$ cat config.mk
export PLATFORM = sky130hd
export DESIGN_NAME = data_memory_controller
export DESIGN_NICKNAME = d
export VERILOG_FILES = /design/src/rtl/data_memory_controller_pkg.sv /design/src/rtl/data_memory_controller_arbiter.sv /design/src/rtl/data_memory_controller.sv
export SDC_FILE = /design/constraint.sdc
export NUM_CORES = 1
export LEC_CHECK = 0
export CAP_MARGIN = 30
export CORE_MARGIN = 1
export CORE_UTILIZATION = 40
export CTS_CLUSTER_SIZE = 30
export DETAILED_ROUTE_END_ITERATION = 7
export GPL_TIMING_DRIVEN = 0
export HOLD_SLACK_MARGIN = 0.05
export PLACE_DENSITY_LB_ADDON = 0.05
export SYNTH_ARGS = -nofsm -noshare
export SYNTH_HDL_FRONTEND = slang
export SYNTH_HIERARCHICAL = 1
export SYNTH_SLANG_ARGS = --single-unit
$ cat constraint.sdc
create_clock -name i_clk -period 2.48 [get_ports i_clk]
set_input_delay 0.248 -clock i_clk [delete_from_list [all_inputs] [get_ports i_clk]]
set_output_delay 0.248 -clock i_clk [all_outputs]
set_load 0.02 [all_outputs]
$ cat src/rtl/data_memory_controller_pkg.sv
// data_memory_controller_pkg: shared FSM state and port-select constants for the data memory controller
package data_memory_controller_pkg;
    typedef enum logic [1:0] {
        IDLE = 2'd0,
        ACC0 = 2'd1,
        ACC1 = 2'd2,
        DONE = 2'd3
    } state_t;
    localparam logic PORT_A = 1'b0;
    localparam logic PORT_B = 1'b1;
endpackage

$ cat src/rtl/data_memory_controller_arbiter.sv
// mem_rr_arbiter: two-way round-robin grant for the data memory controller
//   i_clk, i_rst_n     clock, asynchronous active-low reset
//   i_en               accept a grant this cycle (controller idle)
//   i_req_a, i_req_b   pending requests
//   o_valid            at least one request pending
//   o_grant            selected port (PORT_A / PORT_B)
module mem_rr_arbiter
    import data_memory_controller_pkg::*;
(
    input  logic i_clk,
    input  logic i_rst_n,
    input  logic i_en,
    input  logic i_req_a,
    input  logic i_req_b,
    output logic o_valid,
    output logic o_grant
);
    logic last_grant;
    always_comb begin
        o_valid = i_req_a | i_req_b;
        // On contention the port that did not win last time gets the grant
        o_grant = (i_req_a && i_req_b) ? ~last_grant : (i_req_b ? PORT_B : PORT_A);
    end
    always_ff @(posedge i_clk or negedge i_rst_n) begin
        if (!i_rst_n)
            last_grant <= PORT_B;
        else if (i_en && o_valid)
            last_grant <= o_grant;
    end
endmodule

$ cat src/rtl/data_memory_controller.sv
// data_memory_controller: shares a single-port data memory between the pipeline (A) and interrupt unit (B)
//   i_clk, i_rst_n             clock, asynchronous active-low reset
//   i_{a,b}_req/write/double   request, store flag, two-word access flag
//   i_{a,b}_address/wdata      word address, store data (single word uses low half)
//   o_{a,b}_ack/rdata          one-cycle completion pulse, load data (zero unless ack)
//   o_mem_*/i_mem_read_data    data memory interface (registered read, 1-cycle latency)
//   o_busy                     controller not idle
module data_memory_controller
    import data_memory_controller_pkg::*;
#(
    parameter int ADDR_W = 16,
    parameter int DATA_W = 16
) (
    input  logic                i_clk,
    input  logic                i_rst_n,
    input  logic                i_a_req,
    input  logic                i_a_write,
    input  logic                i_a_double,
    input  logic [ADDR_W-1:0]   i_a_address,
    input  logic [2*DATA_W-1:0] i_a_wdata,
    output logic                o_a_ack,
    output logic [2*DATA_W-1:0] o_a_rdata,
    input  logic                i_b_req,
    input  logic                i_b_write,
    input  logic                i_b_double,
    input  logic [ADDR_W-1:0]   i_b_address,
    input  logic [2*DATA_W-1:0] i_b_wdata,
    output logic                o_b_ack,
    output logic [2*DATA_W-1:0] o_b_rdata,
    output logic [ADDR_W-1:0]   o_mem_address,
    output logic [DATA_W-1:0]   o_mem_write_data,
    output logic                o_mem_read,
    output logic                o_mem_write,
    input  logic [DATA_W-1:0]   i_mem_read_data,
    output logic                o_busy
);
    state_t                state, state_nx;
    logic                  idle, acc, done, win, grant, sel;
    logic                  wr_q, dbl_q;
    logic [ADDR_W-1:0]     addr_q;
    logic [2*DATA_W-1:0]   wd_q, rdata;
    logic [DATA_W-1:0]     hi_q;

    mem_rr_arbiter u_arb (
        .i_clk   (i_clk),
        .i_rst_n (i_rst_n),
        .i_en    (idle),
        .i_req_a (i_a_req),
        .i_req_b (i_b_req),
        .o_valid (win),
        .o_grant (grant)
    );

    always_ff @(posedge i_clk or negedge i_rst_n) begin
        if (!i_rst_n) begin
            state  <= IDLE;
            sel    <= PORT_A;
            wr_q   <= 1'b0;
            dbl_q  <= 1'b0;
            addr_q <= '0;
            wd_q   <= '0;
            hi_q   <= '0;
        end else begin
            state <= state_nx;
            if (idle && win) begin
                sel    <= grant;
                wr_q   <= (grant == PORT_B) ? i_b_write   : i_a_write;
                dbl_q  <= (grant == PORT_B) ? i_b_double  : i_a_double;
                addr_q <= (grant == PORT_B) ? i_b_address : i_a_address;
                wd_q   <= (grant == PORT_B) ? i_b_wdata   : i_a_wdata;
            end
            // Word0 of a double load arrives during ACC1 (registered memory read)
            if (state == ACC1 && !wr_q)
                hi_q <= i_mem_read_data;
        end
    end

    always_comb begin
        idle     = (state == IDLE);
        acc      = (state == ACC0) || (state == ACC1);
        done     = (state == DONE);
        state_nx = idle ? (win ? ACC0 : IDLE)
                 : (state == ACC0) ? (dbl_q ? ACC1 : DONE)
                 : (state == ACC1) ? DONE : IDLE;
        o_mem_address    = (state == ACC0) ? addr_q
                         : (state == ACC1) ? addr_q + 1'b1 : '0;
        o_mem_write_data = (state == ACC0) ? (dbl_q ? wd_q[2*DATA_W-1:DATA_W] : wd_q[DATA_W-1:0])
                         : (state == ACC1) ? wd_q[DATA_W-1:0] : '0;
        o_mem_read  = acc && !wr_q;
        o_mem_write = acc && wr_q;
        rdata = wr_q ? '0 : dbl_q ? {hi_q, i_mem_read_data} : {{DATA_W{1'b0}}, i_mem_read_data};
        o_a_ack   = done && (sel == PORT_A);
        o_b_ack   = done && (sel == PORT_B);
        o_a_rdata = o_a_ack ? rdata : '0;
        o_b_rdata = o_b_ack ? rdata : '0;
        o_busy    = !idle;
    end
endmodule

==> results.txt, run 1 <==
Result of the run = finished, final reports clean
Per-instance average area after synthesis = 9.35 um2
Normalized max-slew margin = 0.393
Switching pwr = 3.42 mW
Nets@finish = 813
Part of the Yosys area used for sequential elements = 0.412
Number of nets produced by synthesis = 580
Final Routed Wirelength = 13500 um
Portion of total power attributed to the clock network = 0.122
Maximum fanout encountered on the critical timing path = 10
Startpoint class of the critical path = flip-flop
Width of the die = 105 um
Share of layout cells above drive strength 1 = 0.133
Residual DRC count = 0
Count of hold-fix buffers inserted at cts = 0
Maximum number of pins on one net before global-route repair = 71
Vias/cell = 5.17
Dominant combinational cell family by area after synthesis = simple AND/OR/NAND/NOR gates
Number of violations of the max-capacitance limit = 0
Post-synthesis simple-gate area fraction = 0.213
Remaining antenna violation count after routing = 0
First-pass GRT wire length = 21500 um
Leading cell type in the layout, fill and taps excluded = sky130_fd_sc_hd__clkdlybuf4s50_1
Endpoints failing setup = 0
Unrepaired setup endpoints after global routing = true
Worst endpoint required time = 2230 ps
Root cell of the clock tree = sky130_fd_sc_hd__clkbuf_8
Synthesized-area fraction occupied by adder cells = 0.0147
Post-route fraction of the period consumed by the critical path = 0.967
Complex-gate fraction of the synthesized area = 0.137
Post-detail-place hpwl = 10200 um
Final TNS setup = 0 ps
Antenna diode count = 0
Startpoint-to-endpoint class of the critical path = reg -> out
Cell row count = 37
Tmin final = 2400 ps
Vias = 4288
Unique masters post-synth = 36
Worst slack, placed = -216 ps
Average wire per cell in the routed design = 16.3 um
Maximum achievable frequency = 0.417 GHz
Die area = 0.0111 mm2
Peak VDD IR = 532 uV
Number of flops mapped to enable cells by yosys = 0
Worst setup EP type = output pin
Final Hold Fails = 0
Clock latency reported for the late side of the worst-skew pair = 350 ps
Clock buffer count from CTS = 9
Internal = 4.25 mW
Portion of netlist area occupied by mux cells = 0.179
Static Leakage = 3.65 nW
Commonest non-fill, non-tap cells in the layout = sky130_fd_sc_hd__clkdlybuf4s50_1, sky130_fd_sc_hd__dfrtp_1, sky130_fd_sc_hd__nor2_1
Number of antenna violations at the first check in global routing = 0
Minimum setup slack among reg-to-reg paths = 510 ps
Router iterations before antenna repair = 4
PwrDens = 1110 mW/mm2
CTS tree = done
Worst Tran Pin Value = 911 ps
Total grt overflow = 0
Number of synthesized register bits = 70
Type of the worst min-delay path = in -> async
Number of global-route vias before repair = 4264
Setup slack of the critical path after layout = 82.0 ps
Proportion of register bits with asynchronous set or reset after synthesis = 1.00
H-tree depth = 3
Clock tree skew after final layout = 12.2 ps
Starting density of the core = 0.412
Smallest hold slack = 3.78 ps
Crit path DAT = 2150 ps
Number of pins with negative max-slew slack in the final report = 0
Core region area = 0.0103 mm2
Synth Flop Type = sky130_fd_sc_hd__dfrtp_1
Sink Count = 70
Clk buf depth = 2
Switching Fraction = 0.446
Global placement routability congestion = 0.817
Initial DRC count = 138
Synth-to-Final Area Change = 62.7%
Post-Synth XOR/XNOR Area = 0
Part of the power in combinational logic = 0.592
Port Buf Inserts = 220
Die Height = 105 um
Share of total power in sequential cells = 0.286
Synth Instances = 455
Placed instance count = 811
Clock-pin slew of the registers on the worst-case setup and hold paths = 80 ps
Total power = 7.67 mW
Cell Area, Synth = 0.00425 mm2
GRT Util Overall = 0.247
Top-level port count = 221
Final std cells w/o fill = 829
Count of yosys warnings during synthesis = 6
## final timing paths
path,startpoint,end,depth (start not counted)
worst max-delay path,addr_q[2]$_DFFE_PN0P_,o_mem_address[7],7
worst min-delay path,i_rst_n,addr_q[12]$_DFFE_PN0P_,1
worst max register to register,state[0]$_DFF_PN0_,wd_q[5]$_DFFE_PN0P_,6
worst min register to register,hi_q[1]$_DFFE_PN0P_,hi_q[1]$_DFFE_PN0P_,1
max in group asynchronous,i_rst_n,addr_q[5]$_DFFE_PN0P_,1
min in group i_clk,i_a_req,u_arb/last_grant$_DFFE_PN1P_,2
## critical path: stages, from the launching register on
cell                              delay [ps]
sky130_fd_sc_hd__dfrtp_1                 360
sky130_fd_sc_hd__clkbuf_4                170
sky130_fd_sc_hd__and4_1                  190
sky130_fd_sc_hd__buf_4                   160
sky130_fd_sc_hd__nand3_1                 100
sky130_fd_sc_hd__mux2_1                  330
sky130_fd_sc_hd__a22o_1                  200
sky130_fd_sc_hd__clkdlybuf4s15_1         290
## power by group through the flow
stage | registers (mW) | clock network (mW) | logic (mW)
2_1_floorplan | 2.06 | 0 | 2.82
3_5_place_dp | 2.19 | 0 | 4.64
3_3_place_gp | 2.15 | 0 | 4.58
4_1_cts | 2.17 | 0.951 | 4.48
5_1_grt | 2.29 | 0.997 | 4.94
6_report | 2.19 | 0.937 | 4.54
## through the flow
step	cell area, um2	util
3_5_place_dp	6620	0.642
2_1_floorplan	4250	-
3_3_place_gp	6630	0.642
6_report	6920	0.670
5_1_grt	6920	0.670
4_1_cts	6820	0.661
## synth_stat cells (3+ instances only)
| cell | number | area [um2] |
|---|---|---|
| sky130_fd_sc_hd__mux2_2 | 21 | 236 |
| sky130_fd_sc_hd__a22o_1 | 23 | 201 |
| sky130_fd_sc_hd__a21oi_1 | 51 | 255 |
| sky130_fd_sc_hd__buf_2 | 13 | 65.1 |
| sky130_fd_sc_hd__nand3_1 | 12 | 60.1 |
| sky130_fd_sc_hd__clkbuf_1 | 25 | 93.8 |
| sky130_fd_sc_hd__and3_1 | 34 | 213 |
| sky130_fd_sc_hd__mux2i_1 | 50 | 500 |
| sky130_fd_sc_hd__and2_1 | 38 | 238 |
| sky130_fd_sc_hd__ha_1 | 5 | 62.6 |
| sky130_fd_sc_hd__nand2_1 | 10 | 37.5 |
| sky130_fd_sc_hd__nand4_1 | 5 | 31.3 |
| sky130_fd_sc_hd__or4_1 | 3 | 22.5 |
| sky130_fd_sc_hd__nor2b_1 | 5 | 31.3 |
| sky130_fd_sc_hd__nor2_1 | 57 | 214 |
| sky130_fd_sc_hd__dfrtp_1 | 69 | 1730 |
| sky130_fd_sc_hd__inv_1 | 4 | 15.0 |
| sky130_fd_sc_hd__o211ai_1 | 5 | 37.5 |
| sky130_fd_sc_hd__o21ai_0 | 3 | 15.0 |
## routing by layer
layer | wire length [um] | track usage | vias up
met5 | 0 | 0 | -
met4 | 204 | 0.0674 | 0
met3 | 914 | 0.0636 | 16
met2 | 6780 | 0.437 | 155
met1 | 5650 | 0.296 | 2033
li1 | - | - | 2084
## flip-flops by register name, indices dropped and copies added (netlist names)
signal	cells
sel	1
hi_q	16
wd_q	32
addr_q	16
u_arb/last_grant	1
dbl_q	1
state	2
wr_q	1
## area by class of cell
class	count	area [um2]
plain buffers	40	235
clock buffers	10	138
clock inverters	6	61.3
fillers	898	3400
inverters	4	15.0
multi-input cells	341	2360
flip-flops and latches	70	1750
well taps	136	170
repair buffers	222	2190
## kinds of logic after synthesis
group	after synthesis
buffers and inverters	45
and+or+nand+nor	171
DFF	70
adders and majority gates	5
muxes	73
AOI/OAI and AO/OA	91
## repair_timing
action | CTS | global route
cloned | 1 | 2
gates resized for setup | 115 | 59
endpoints found under the hold margin | 0 | 0
endpoints found under the setup margin | 92 | 51
buffers inserted | 0 | 0
Note: power is estimated with default switching activity, not from simulation.
==> run 2: changes to the inputs <==
Settings changed: CTS_CLUSTER_DIAMETER set to 200.
==> results of run 2 <==
Final layout, timing and power as in run 1 (identical DEF).
